### src/rtl/global_pkg.sv
// Shared UART definitions: transmitter state encoding and default clock/baud constants.
package global_pkg;

    localparam int unsigned UART_CLK_FREQ  = 50_000_000;
    localparam int unsigned UART_BAUD_RATE = 115_200;

    typedef enum logic [1:0] {
        IDLE  = 2'd0,
        START = 2'd1,
        DATA  = 2'd2,
        STOP  = 2'd3
    } uart_tx_state_t;

endpackage : global_pkg

### src/rtl/uart_baud_gen.sv
// Bit-period counter: counts 0..DIV-1 and pulses Tick on the last count of each bit.
module uart_baud_gen #(
    parameter int unsigned DIV = 4
) (
    input  logic Clk,
    input  logic Rst_n,
    input  logic Clear,
    output logic Tick
);

    localparam int unsigned CNT_W = $clog2(DIV);
    localparam logic [CNT_W-1:0] LAST = CNT_W'(DIV - 1);

    logic [CNT_W-1:0] count;

    // Clear is held whenever no frame is running, so the count only advances while busy
    always_ff @(posedge Clk or negedge Rst_n) begin
        if (!Rst_n) begin
            count <= '0;
        end else if (Clear || (count == LAST)) begin
            count <= '0;
        end else begin
            count <= count + CNT_W'(1);
        end
    end

    assign Tick = !Clear && (count == LAST);

endmodule : uart_baud_gen

### src/rtl/uart_tx.sv
// UART transmitter: 8N1 framing, LSB first, one byte per valid/ready handshake.
module uart_tx
    import global_pkg::*;
#(
    parameter int unsigned CLK_FREQ  = UART_CLK_FREQ,
    parameter int unsigned BAUD_RATE = UART_BAUD_RATE
) (
    input  logic       Clk,
    input  logic       Rst_n,
    input  logic       Ena,
    input  logic       TX_Valid,
    input  logic [7:0] TX_Data,
    output logic       TX_Ready,
    output logic       TXD,
    output logic       Busy
);

    localparam int unsigned DIV = CLK_FREQ / BAUD_RATE;

    generate
        if (DIV < 2) begin : g_div_check
            $error("uart_tx: CLK_FREQ/BAUD_RATE must be at least 2");
        end
    endgenerate

    uart_tx_state_t state, state_next;
    logic [7:0]     shreg, shreg_next;
    logic [2:0]     idx, idx_next;
    logic           txd_next;
    logic           busy_next;
    logic           accept;
    logic           tick;
    logic           baud_clear;

    assign TX_Ready   = (state == IDLE) && Ena;
    assign accept     = TX_Valid && TX_Ready;
    assign baud_clear = accept || !Busy;

    uart_baud_gen #(
        .DIV (DIV)
    ) u_baud_gen (
        .Clk   (Clk),
        .Rst_n (Rst_n),
        .Clear (baud_clear),
        .Tick  (tick)
    );

    // State and registered outputs
    always_ff @(posedge Clk or negedge Rst_n) begin
        if (!Rst_n) begin
            state <= IDLE;
            shreg <= '0;
            idx   <= '0;
            TXD   <= 1'b1;
            Busy  <= 1'b0;
        end else begin
            state <= state_next;
            shreg <= shreg_next;
            idx   <= idx_next;
            TXD   <= txd_next;
            Busy  <= busy_next;
        end
    end

    // Next state plus next values of the line, shift register and bit index
    always_comb begin
        state_next = state;
        shreg_next = shreg;
        idx_next   = idx;
        txd_next   = TXD;
        busy_next  = Busy;
        case (state)
            IDLE: begin
                txd_next  = 1'b1;
                busy_next = 1'b0;
                if (accept) begin
                    state_next = START;
                    shreg_next = TX_Data;
                    idx_next   = '0;
                    txd_next   = 1'b0;
                    busy_next  = 1'b1;
                end
            end
            START: begin
                if (tick) begin
                    state_next = DATA;
                    txd_next   = shreg[0];
                end
            end
            DATA: begin
                if (tick) begin
                    shreg_next = shreg >> 1;
                    if (idx == 3'd7) begin
                        state_next = STOP;
                        txd_next   = 1'b1;
                    end else begin
                        idx_next = idx + 3'(1);
                        txd_next = shreg[1];
                    end
                end
            end
            STOP: begin
                if (tick) begin
                    state_next = IDLE;
                    txd_next   = 1'b1;
                    busy_next  = 1'b0;
                end
            end
            default: begin
                state_next = IDLE;
                txd_next   = 1'b1;
                busy_next  = 1'b0;
            end
        endcase
    end

endmodule : uart_tx

### config.mk
export PLATFORM = sky130hd
export DESIGN_NAME = uart_tx
export DESIGN_NICKNAME = d
export VERILOG_FILES = /design/src/rtl/global_pkg.sv /design/src/rtl/uart_baud_gen.sv /design/src/rtl/uart_tx.sv
export SDC_FILE = /design/constraint.sdc
export NUM_CORES = 1
export LEC_CHECK = 0
export BUFFER_PORTS_ARGS = -buffer_cell sky130_fd_sc_hd__buf_2
export CORE_AREA = 2 2 74 76
export CTS_BUF_LIST = sky130_fd_sc_hd__clkbuf_2 sky130_fd_sc_hd__clkbuf_4 sky130_fd_sc_hd__clkbuf_8
export CTS_CLUSTER_DIAMETER = 100
export DETAILED_ROUTE_END_ITERATION = 10
export DIE_AREA = 0 0 76 78
export SKIP_LAST_GASP = 1
export SYNTH_ARGS = -nofsm -noshare
export SYNTH_HDL_FRONTEND = slang
export SYNTH_SLANG_ARGS = --single-unit
### constraint.sdc
create_clock -name Clk -period 1.6 [get_ports Clk]
set_input_delay 0.16 -clock Clk [delete_from_list [all_inputs] [get_ports Clk]]
set_output_delay 0.16 -clock Clk [all_outputs]
set_load 0.01 [all_outputs]
# Word-level counts from Yosys, hierarchy flattened
# Index checks and enable logic that the tools add are counted.
# Widths: inputs -> output; s select.
totals:
  register_bits: 24
  latchBits: 0
  ram_bits: 0
  mem_bits_ro: 0
  input_bits: 12
  output_inout_bits: 3
  wordCells: 57
  mem_count: 0
classes:
  addsub: 2
  mul: 0
  div_mod_pow: 0
  order_cmp: 0
  eq_ne: 11
  shifts: 0
  mux: 23
  n_bitwise: 0
  reduce_logical: 15
ops:
  columns: ["cell", "count"]
  rows:
  - ["$mux 8", 2]
  - ["$pmux 8 s2", 1]
  - ["$ne 2x2->1 const B", 6]
  - ["$mux 2", 5]
  - ["$add 9x1->9 const B", 1]
  - ["$eq 9x9->1 const B", 1]
  - ["$mux 3", 3]
  - ["$mux 9", 1]
  - ["$pmux 2 s4", 1]
  - ["$mux 1", 7]
  - ["$pmux 3 s2", 1]
  - ["$reduce_and 3->1", 2]
  - ["$reduce_and 5->1", 1]
  - ["$eq 2x2->1 const B", 2]
  - ["$pmux 1 s4", 1]
  - ["$reduce_and 4->1", 1]
  - ["$reduce_bool 2->1", 2]
  - ["$add 3x1->3 const B", 1]
  - ["$eq 3x3->1 const B", 1]
  - ["$logic_and 1x1->1", 3]
  - ["$eq 2x1->1 const B", 1]
  - ["$logic_not 1->1", 2]
  - ["$logic_not 2->1", 1]
  - ["$logic_or 1x1->1", 2]
  - ["other kinds (2)", 2]

# Depth between registers and ports, before layout
# Gate-level depths: netlist (run 1).
logic_depth:
  word_depth: 8
  ltp_mapped: 7
  depth_no_buf: 6

# By module
# A second synthesis (run 1) with hierarchy kept.
unflattened:
  cells_unflattened: 132
  hier_area_um2: 1367.6
modules_own_cells:
  columns: ["mod", "n_inst", "cells_each", "area_per_inst_um2", "seq_area_each_um2"]
  rows:
  - ["uart_tx", 1, 84, 880.8, 376.6]
  - ["uart_baud_gen", 1, 48, 486.7, 225.2]

# Worst setup path after synthesis (run 1)
# Ideal clock, no wire load.
synth_timing:
  path_type: "reg2reg"
  startpoint: "register state[0]"
  endpoint: "register state[1]"
  setup_ps: 128
  t_arrival_ps: 1558
  required_time_ps: 1472
  slack_ps: -85
  path_stages_with_launch: 7
  n_path_buf: 0
  synth_period_minus_slack_ps: 1685
  path_cell_list: "dfrtp_1 > inv_1 > ha_1 > nor3_1 > a41oi_2 > a221oi_2 > mux2_1"
synth_via:
  elab_chain_cells: 8
  word_cells_on_any_way: 16
  classes_between: "8 x eq/ne; 1 x mux; 7 x reduce/logical"
synth_rtl:
  columns: ["element", "line", "source"]
  rows:
  - ["from (decl)", "uart_tx.sv:26", "uart_tx_state_t state, state_next;"]
  - ["from (signal assigned)", "uart_tx.sv:57", "state <= state_next;"]
  - ["$logic_not 2->1", "uart_tx.sv:35, uart_tx.sv:72", null]
  - ["$logic_and 1x1->1", "uart_tx.sv:35", "assign TX_Ready = (state == IDLE) && Ena;"]
  - ["$logic_and 1x1->1", "uart_tx.sv:36", "assign accept = TX_Valid && TX_Ready;"]
  - ["$logic_or 1x1->1", "uart_tx.sv:37", "assign baud_clear = accept || !Busy;"]
  - ["$logic_not 1->1", "uart_baud_gen.sv:27", "assign Tick = !Clear && (count == LAST);"]
  - ["$logic_and 1x1->1", "uart_baud_gen.sv:27", null]
  - ["$ne 2x2->1 (no line)", null, null]
  - ["$reduce_and 5->1 (no line)", null, null]
# Parallel ways exist; a longest one is shown, timed or not.
# A chain may end at the register's enable or synchronous reset.

# Worst setup path after layout (run 1)
layout_timing:
  startpoint: "register state[1]"
  endpoint: "register state[1]"
# Same word-level chain as after synthesis.

==> out/metrics.cfg, run 1 <==
[final_layout]
num_antenna_cells=0
layout-drive-gt1-share_pct=38.96
fillers=501
nets=175
syn_to_final_growth_pct=42.00

[cts]
cts_buffer_depth=2
cts.sinks=24
cts_tree=built
clk_pin_slew_worst_paths_ns=0.09
root_buffer=clkbuf_8
cts_buffers=3
cts_max_level=1
clock_latency_ns=0.27

[worst_setup_path]
cpPeakStageDelay_ns=0.41
path_buf_inv=1
worstSetupStartpointType=flip-flop
arrival_ns=1.83
crit_family=flip-flops
cp-end-kind=flip-flop
crit_chain=buf_6, ha_4, nor3_4, a41oi_2, a221oi_2, mux2_1
criticalPathCategory=flip-flop to flip-flop
critPathSlowestCell=dfrtp_1
critical_path_required_ns=1.76
worstPathMaxFanout=5

[floorplanning]
start_util_pct=24.34
coreArea_um2=5042
rows=26
io_pins=15
die-area_um2=5928
die_x_um=76
die_h_um=78

[placed_design]
hpwl_mm=1.812
dpl_worst_slack_ns=-0.1491
io_buffers=14
routabilityCongestion=0.7570

[synthesis]
ys.flop_type=dfrtp_1
synth_edf_count=0
ys_top_cells_by_area=dfrtp_1 (47%), ha_1 (8.2%), o22a_1 (5.0%)
syn-cell-area_um2=1227
synth_common_cells=dfrtp_1 (23), nor2_1 (11), ha_1 (8)
synth_seq_cells=24
ys_seq_area_share_pct=49.03
synth_warnings=0
synth.most_common_cell=dfrtp_1
synthCells=113
synth_nets=133
yosys.cell_types.count=33
synth_async_sr_flop_share_pct=100.0
syn_avg_cell_area_um2=10.86
synth_top_area_cell=dfrtp_1
synth_top_area_share_pct=46.89

[timing]
drv_slew=0
hold_slack_ns=0.1233
slew_headroom_pct=64.84
setup_violations=8
fmax_ghz=0.5976
hold_viol=0
worst_slew_pin_slew_ns=0.5275
fin_crit_sh_pct=104.6
fin_tns_setup_ns=-0.4278
rsz0062_at_grt=yes
skew_ns=0.004387
setup_slack_ns=-0.07325
period_needed_ns=1.673

[global_routing]
gr-total-overflow=0
antenna_found_initial=0
grt_pass1_vias=982
grt.total_usage_pct=8.980
grt_pass1_wl_mm=4.471
grt_max_degree=25

[pwr]
leakagePower_nw=0.7601
total_power_w=0.002544
p_seq_share_pct=34.9
power_density_nw_per_um2=1460
p_int_w=0.001744
power_frac_comb_pct=44.2
p_sw_w=0.0008000
clkPwrFrac_pct=20.8
peakVddDrop_mv=0.6473
switching_share_pct=31.45

[job]
drv_cap=0

[run_status]
status=finished, violations left
violations=negative setup slack

[detailed_routing]
vias_per_cell=4.321
drtAntennaViolNets=0
drt-total-wl_mm=2.497
drcViolationCount=0
drt_iter0_markers=15
drtPass1Iterations=4
vias=968
wl_per_cell_um=11.15

[worst_hold_path]
hp-class=input pin to flip-flop

-- area by class of cell --
cell class	count	area (µm²)	share of cell area, %
multi-input cells	81	684.4	39.27
flip-flops and latches	24	601.8	34.53
repair buffers	39	275.3	15.79
well taps	70	87.58	5.025
clock buffers	3	41.29	2.369
clock inverters	1	30.03	1.723
inverters	6	22.52	1.292
-- cell usage in the layout, fill, tap and decap left out, types with 2 or more instances in the layout --
| cell | netlist | layout |
|---|---|---|
| nand2_1 | 7 | 6 |
| inv_2 | 0 | 2 |
| nor2_1 | 11 | 10 |
| nand3_2 | 1 | 2 |
| o21ai_0 | 5 | 2 |
| xor2_1 | 2 | 2 |
| a32o_1 | 2 | 2 |
| clkbuf_8 | 0 | 3 |
| nor2b_1 | 2 | 2 |
| o21ai_1 | 0 | 3 |
| a21oi_1 | 2 | 2 |
| buf_6 | 0 | 4 |
| ha_4 | 0 | 4 |
| dfrtp_1 | 23 | 23 |
| a21o_1 | 2 | 2 |
| buf_4 | 0 | 20 |
| inv_1 | 6 | 4 |
| buf_2 | 2 | 14 |
| nand3_1 | 5 | 4 |
| o21a_1 | 7 | 7 |
| xnor2_1 | 4 | 4 |
| ha_1 | 8 | 4 |
| o22a_1 | 7 | 7 |
-- path summary, 6_finish.rpt --
check | from | end | slack, ns | cells after the start
setup / recovery | state[1] | state[1] | -0.07 | 6
hold / removal | TX_Data[7] | shreg[7] | 0.12 | 3
setup reg to reg | state[1] | state[1] | -0.07 | 6
hold reg to reg | TXD | TXD | 0.48 | 2
max in group asynchronous | Rst_n | TXD | 0.84 | 2
min in group asynchronous | Rst_n | state[1] | 0.39 | 2
-- power groups by stage --
stage	clock network, W	registers, W	logic, W
after global routing	0.000575	0.000910	0.00125
after floorplan	0	0.000893	0.000527
after CTS	0.000548	0.000883	0.00104
after detailed placement	0	0.000895	0.000910
final	0.000530	0.000889	0.00112
after global placement	0	0.000896	0.000905
-- flip-flops by register name, indices dropped and copies added, names as in the netlist --
name and cells:
u_baud_gen.count 9, state 2, Busy 1, idx 3, TXD 1, shreg 8
-- timing repair --
action	CTS	global route
cloned	1	0
endpoints found under the setup margin	13	14
pin swaps	2	11
endpoints found under the hold margin	23	0
gates resized for setup	12	13
hold buffers	1	0
buffers inserted	1	1
-- stage by stage --
| stage | cells | utilization, % | area (µm²) |
|---|---|---|---|
| finish | 224 | 34.57 | 1743 |
| global route | 224 | 34.57 | 1743 |
| CTS | 223 | 33.50 | 1689 |
| detailed placement | 216 | 30.60 | 1543 |
| global placement | 216 | 30.60 | 1543 |
| floorplan | 113 | - | 1237 |
-- logic make-up (layout without fill, tap and decap cells) --
family                     Yosys count  in the layout  share of synthesized area [%]
and+or+nand+nor                     35             35                          14.58
AOI/OAI and AO/OA                   31             31                          20.39
DFF                                 24             24                          49.03
adders and majority gates            8              8                          8.155
buffers and inverters                8             49                          2.650
xor gates and xnor gates             6              6                          4.281
muxes                                1              1                         0.9174
-- tightest hold or removal path, stage by stage --
cell     delay (ns)
buf_2          0.10
inv_1          0.04
o21ai_1        0.06
-- layer usage --
metal	wire length [µm]	track usage, %	vias to the layer above
li1	-	-	488
met1	1239	11.67	466
met2	1185	15.71	14
met3	73	2.209	0
met4	0	0.9091	0
met5	0	0	-
No activity file was read; power rests on OpenSTA's default activity.
==> run 2, diff against run 1 <==
--- a/config.mk
+++ b/config.mk
@@ -6,11 +6,11 @@
 export NUM_CORES = 1
 export LEC_CHECK = 0
 export BUFFER_PORTS_ARGS = -buffer_cell sky130_fd_sc_hd__buf_2
-export CORE_AREA = 2 2 74 76
+export CORE_AREA = 2 2 56 58
 export CTS_BUF_LIST = sky130_fd_sc_hd__clkbuf_2 sky130_fd_sc_hd__clkbuf_4 sky130_fd_sc_hd__clkbuf_8
-export CTS_CLUSTER_DIAMETER = 100
+export CTS_CLUSTER_DIAMETER = 120
 export DETAILED_ROUTE_END_ITERATION = 10
-export DIE_AREA = 0 0 76 78
+export DIE_AREA = 0 0 58 60
 export SKIP_LAST_GASP = 1
 export SYNTH_ARGS = -nofsm -noshare
 export SYNTH_HDL_FRONTEND = slang
==> run 2 against run 1 <==
- the run still ends with negative setup slack left
- worst hold slack got worse by 0.019 ns
- count of clock-buffer cells in the layout up 1
- clock power down 46%
- first-iteration DRC count up 130%
- cell area down 9.5%
- critical path type unchanged
- sequential share of layout area rose by 3.6 points
- sequential cell count stayed put
- power down 16%
- combinational power shrank 15%
- via count unchanged
- core utilization increased by 20 points
- worst setup slack got worse by 0.071 ns
==> out/metrics.cfg, run 2 (synthesis gave the netlist of run 1 again) <==
[run_status]
status=finished, violations left
violations=negative setup slack

[final_layout]
layout-drive-gt1-share_pct=35.53  ; -3.4 points
nets=173  ; -1.1%
final_cells=185  ; -17%
fillers=276  ; -45%
final_cell_mix=dfrtp_1 (23), buf_4 (21), buf_2 (14), nor2_1 (10)
multi_input_area_um2=633.1  ; -7.5%
largest_reg_flops=9  ; unchanged
largestRegisters=u_baud_gen.count x9, shreg x8, idx x3
num_antenna_cells=0  ; unchanged
syn_to_final_growth_pct=28.54
fin_area_um2=1578  ; -9.5%
layout_commonest_cell=dfrtp_1
final-seq-area_um2=601.8  ; unchanged
regMostFlops=u_baud_gen.count

[floorplanning]
io_pins=15  ; unchanged
die-area_um2=3480  ; -41%
start_util_pct=42.28  ; +18 points
coreArea_um2=2903  ; -42%
die_x_um=58  ; -24%
die_h_um=60  ; -23%
rows=20  ; -23%

[global_routing]
antenna_found_initial=0  ; unchanged
grt.total_usage_pct=17.19  ; +8.2 points
grt_pass1_wl_mm=4.567  ; +2.1%
grt_max_degree=25  ; unchanged
grt_pass1_vias=992  ; +1.0%
gr-total-overflow=0  ; unchanged

[cts]
cts.sinks=24  ; unchanged
root_buffer=clkbuf_4
cts_max_level=1  ; unchanged
cts_buffers=3  ; unchanged
cts_buffer_depth=2  ; unchanged
clock_latency_ns=0.30  ; +0.03 ns
cts_tree=built
clk_pin_slew_worst_paths_ns=0.13  ; +0.04 ns

[worst_setup_path]
r2r-start=u_baud_gen.count[1]
cpPeakStageDelay_ns=0.40  ; about the same
crit_chain=inv_1, ha_1, and4b_2, a41oi_2, a221oi_2, mux2_1
r2r_setup_slack_ns=-0.14  ; -0.07 ns
critPathSlowestCell=dfrtp_1
worstPathMaxFanout=3  ; -2
crit_start=u_baud_gen.count[1]
r2r-end=state[1]
criticalPathCategory=flip-flop to flip-flop
reg2reg_depth=6  ; unchanged
worstSetupStartpointType=flip-flop
arrival_ns=1.94  ; +0.11 ns
endpoint=state[1]
critical_path_required_ns=1.80  ; +0.04 ns
cp-end-kind=flip-flop

[timing]
period_needed_ns=1.745  ; +0.07128 ns
slew_headroom_pct=64.55  ; -0.28 points
hold_viol=0  ; unchanged
hold_slack_ns=0.1046  ; -0.01875 ns
skew_ns=0.003095  ; -0.001292 ns
drv_slew=0  ; unchanged
fin_crit_sh_pct=109.0  ; +4.5 points
fmax_ghz=0.5732  ; -4.1%
setup_slack_ns=-0.1445  ; -0.07128 ns
worst_slew_pin_slew_ns=0.5317  ; +0.004213 ns
setup_violations=12  ; +4
rsz0062_at_grt=yes

[detailed_routing]
drtPass1Iterations=4  ; unchanged
vias_per_cell=5.232  ; +21%
drt-total-wl_mm=2.517  ; +0.80%
drtAntennaViolNets=0  ; unchanged
wl_per_cell_um=13.61  ; +22%
drt_iter0_markers=34  ; +19
vias=968  ; unchanged
drcViolationCount=0  ; unchanged

[pwr]
leakagePower_nw=0.7249  ; -4.6%
power_density_nw_per_um2=1353  ; -7.3%
total_power_w=0.002134  ; -16%
peakVddDrop_mv=0.8021  ; +24%

[placed_design]
placed_cells=177  ; -18%
post_dp_cell_area_um2=1481  ; -4.0%
dpl_worst_slack_ns=-0.1557  ; -0.006547 ns
routabilityCongestion=0.7692  ; +1.6%
hpwl_mm=1.864  ; +2.9%
io_buffers=14  ; unchanged

[worst_hold_path]
hp-class=input pin to flip-flop

[job]
drv_cap=0  ; unchanged

run 2: cell count changes in the layout (fill, tap and decap cells not counted), sizes merged:
cell    before  now
bufinv       1    0
buf         38   36
clkbuf       3    4
run 2: routing by layer:
metal | GRT usage, % | share of wire [%] | up-vias
li1 | - | - | 483
met1 | 22.12 | 43 | 468
met2 | 30.52 | 54 | 15
met3 | 1.948 | 2.9 | 2
met4 | 4.983 | 0.60 | 0
met5 | 0 | 0 | -
run 2: final cells by class:
cell class | instances | share of cell area (%)
timing repair buffer | 37 | 15.78
clock buffer | 4 | 1.903
inverter | 6 | 1.427
tap | 33 | 2.617
sequential | 24 | 38.14
multi-input combinational | 81 | 40.13
run 2: worst min-delay path by stage:
stage                     cells after the start  startpoint                   to
after floorplan                               0       Rst_n                 Busy
after global placement                        1       Rst_n  u_baud_gen.count[8]
after detailed placement                      1       Rst_n  u_baud_gen.count[6]
after CTS                                     3  TX_Data[7]             shreg[7]
after global routing                          3  TX_Data[7]             shreg[7]
final                                         3  TX_Data[7]             shreg[7]
run 2: repair_timing:
action	CTS	global route
gates resized for setup	9	1
pin swaps	4	0
endpoints found under the hold margin	23	0
hold buffers	1	0
endpoints found under the setup margin	13	23
setup buffers	2	1
run 2: critical path, delay by kind of cell (launching register included):
family	cells	cell delay, ns
AOI/OAI and AO/OA	2	0.43
DFF	1	0.40
muxes	1	0.35
and+or+nand+nor	1	0.26
adders and majority gates	1	0.15
buffers and inverters	1	0.06
run 2: power by group:
part / internal (W) / switching, W / leakage, nW / total (W)
Clock: 0.000114 / 0.000170 / 0.0184 / 0.000284
Combinational: 0.000517 / 0.000438 / 0.401 / 0.000954
Sequential: 0.000781 / 0.000115 / 0.305 / 0.000895
Total: 0.00141 / 0.000723 / 0.725 / 0.00213
run 2: per-stage QoR:
step | util [%] | TNS (ns)
after detailed placement | 51.03 | -1.089
after floorplan | - | -0.09995
final | 54.35 | -0.7335
after CTS | 54.09 | -0.7907
after global placement | 51.03 | -0.7303
after global routing | 54.35 | -3.075
==> run 3, diff against run 2 <==
--- a/config.mk
+++ b/config.mk
@@ -5,7 +5,7 @@
 export SDC_FILE = /design/constraint.sdc
 export NUM_CORES = 1
 export LEC_CHECK = 0
-export BUFFER_PORTS_ARGS = -buffer_cell sky130_fd_sc_hd__buf_2
+export BUFFER_PORTS_ARGS = -buffer_cell sky130_fd_sc_hd__clkbuf_2
 export CORE_AREA = 2 2 56 58
 export CTS_BUF_LIST = sky130_fd_sc_hd__clkbuf_2 sky130_fd_sc_hd__clkbuf_4 sky130_fd_sc_hd__clkbuf_8
 export CTS_CLUSTER_DIAMETER = 120
==> run 3 against run 2 <==
- the run still ends with negative setup slack left
- clock power grew 54%
- register-to-register slack is essentially flat
- power grew 18%
- sequential cell count is the same
- sequential power is essentially flat
- largest cell class unchanged
==> out/metrics.cfg, run 3 (synthesis gave the netlist of run 1 again) <==
[floorplanning]
rows=20  ; unchanged
start_util_pct=42.28  ; unchanged
coreArea_um2=2903  ; unchanged
die_h_um=60  ; unchanged
die_x_um=58  ; unchanged
io_pins=15  ; unchanged
die-area_um2=3480  ; unchanged

[detailed_routing]
drt_iter0_markers=20  ; -41%
vias_per_cell=5.214  ; -0.35%
drtPass1Iterations=4  ; unchanged
vias=975  ; +0.72%
drt-total-wl_mm=2.410  ; -4.3%
wl_per_cell_um=12.89  ; -5.3%
drcViolationCount=0  ; unchanged
drtAntennaViolNets=0  ; unchanged

[worst_setup_path]
crit_start=u_baud_gen.count[1]
worstSetupStartpointType=flip-flop
arrival_ns=1.95  ; about the same
crit_chain=inv_1, ha_1, and4b_2, a41oi_2, a221oi_2, mux2_4
critPathSlowestCell=dfrtp_1
worst-path-stages=6  ; unchanged
r2r-start=u_baud_gen.count[1]
r2r-end=state[1]
path_buf_inv=1  ; unchanged
endpoint=state[1]
critical_path_required_ns=1.81  ; about the same
cpPeakStageDelay_ns=0.40  ; about the same
worstPathMaxFanout=3  ; unchanged
crit_family=compound AO/OA/AOI/OAI gates
criticalPathCategory=flip-flop to flip-flop
cp-end-kind=flip-flop
r2r_setup_slack_ns=-0.14  ; about the same
reg2reg_depth=6  ; unchanged

[cts]
root_buffer=clkbuf_4
cts.sinks=24  ; unchanged
clock_latency_ns=0.31  ; about the same
cts_max_level=1  ; unchanged
cts_buffer_depth=2  ; unchanged
clk_pin_slew_worst_paths_ns=0.13  ; about the same
cts_tree=built
cts_buffers=3  ; unchanged

[placed_design]
post_dp_cell_area_um2=1481  ; unchanged
placed_cells=177  ; unchanged
hpwl_mm=1.836  ; -1.5%
dpl_worst_slack_ns=-0.1616  ; -0.005984 ns
routabilityCongestion=0.7628  ; -0.83%
io_buffers=14  ; unchanged

[timing]
slew_headroom_pct=60.46  ; -4.1 points
hold_slack_ns=0.04854  ; -0.05604 ns
skew_ns=0.001736  ; -0.001359 ns
rsz0062_at_grt=yes
drv_slew=0  ; unchanged
hold_viol=0  ; unchanged
worst_slew_pin_slew_ns=0.5931  ; +0.06146 ns
period_needed_ns=1.742  ; -0.002938 ns
fin_crit_sh_pct=108.8  ; -0.18 points
setup_slack_ns=-0.1416  ; +0.002938 ns
fmax_ghz=0.5742  ; +0.17%
setup_violations=11  ; -1

[pwr]
power_frac_comb_pct=47.0  ; +2.3 points
p_sw_w=0.0008119  ; +12%
p_int_w=0.001699  ; +20%
switching_share_pct=32.34  ; -1.5 points
leakagePower_nw=0.7528  ; +3.8%
power_density_nw_per_um2=1504  ; +11%
total_power_w=0.002511  ; +18%
p_seq_share_pct=35.6  ; -6.4 points
clkPwrFrac_pct=17.5  ; +4.2 points
peakVddDrop_mv=1.037  ; +29%

[final_layout]
largest_reg_flops=9  ; unchanged
final_cell_mix=dfrtp_1 (23), buf_4 (22), clkbuf_2 (14), nor2_1 (10)
multi_input_area_um2=683.2  ; +7.9%
layout-drive-gt1-share_pct=39.61  ; +4.1 points
num_antenna_cells=0  ; unchanged
largestRegisters=u_baud_gen.count x9, shreg x8, idx x3
syn_to_final_growth_pct=35.98
layout_commonest_cell=dfrtp_1
nets=175  ; +1.2%
regMostFlops=u_baud_gen.count
fillers=269  ; -2.5%
fin_area_um2=1669  ; +5.8%
final-seq-area_um2=601.8  ; unchanged
final_cells=187  ; +1.1%

[global_routing]
gr-total-overflow=0  ; unchanged
grt_max_degree=25  ; unchanged
grt_pass1_wl_mm=4.422  ; -3.2%
grt.total_usage_pct=16.65  ; -0.54 points
grt_pass1_vias=1012  ; +2.0%
antenna_found_initial=0  ; unchanged

[worst_hold_path]
hp-class=input pin to flip-flop

[job]
drv_cap=0  ; unchanged

[run_status]
status=finished, violations left
violations=negative setup slack

run 3: layer usage:
layer | part of all wire [%] | track usage [%]
met2 | 50 | 29.06
met3 | 2.9 | 2.597
met1 | 45 | 21.35
met4 | 1.2 | 4.983
met5 | 0 | 0
run 3: metrics by stage:
step	TNS (ns)	util [%]
floorplan	-0.09995	-
global placement	-0.2091	51.03
detailed placement	-0.8048	51.03
CTS	-0.4480	55.60
global route	-2.302	57.50
finish	-0.7437	57.50
run 3: layout make-up:
type	count	area share [%]
multi-input cells	81	40.93
clock inverters	1	1.799
well taps	33	2.474
clock buffers	3	1.349
inverters	6	1.349
flip-flops and latches	24	36.06
repair buffers	39	16.04
run 3: power groups by stage:
stage | clock, W | combinational, W | sequential, W
6_report | 0.000438 | 0.00118 | 0.000893
4_1_cts | 0.000454 | 0.00106 | 0.000892
3_3_place_gp | 0 | 0.000854 | 0.000892
5_1_grt | 0.000487 | 0.00132 | 0.000913
2_1_floorplan | 0 | 0.000527 | 0.000893
3_5_place_dp | 0 | 0.000886 | 0.000904
run 3: what timing repair did:
action                     in CTS  in global routing
cloned                          0                  0
hold endpoints to repair       23                  0
hold buffers                    1                  0
setup buffers                   4                  1
gates resized for setup         8                 15
setup endpoints to repair      12                 24
pin swaps                       4                  2
run 3: worst min-delay path by stage:
| stage | from | endpoint | slack [ns] | cells after the start |
|---|---|---|---|---|
| floorplan | Rst_n | Busy | -0.14 | 0 |
| global placement | Rst_n | u_baud_gen.count[8] | 0.20 | 1 |
| detailed placement | Rst_n | u_baud_gen.count[6] | 0.19 | 1 |
| CTS | TX_Data[7] | shreg[7] | 0.06 | 3 |
| global route | TX_Data[7] | shreg[7] | 0.03 | 3 |
| finish | TX_Data[7] | shreg[7] | 0.05 | 3 |
run 3: tightest hold or removal path, cell delays in order:
cell,delay [ns]
clkbuf_2,0.08
inv_1,0.04
o21ai_1,0.06
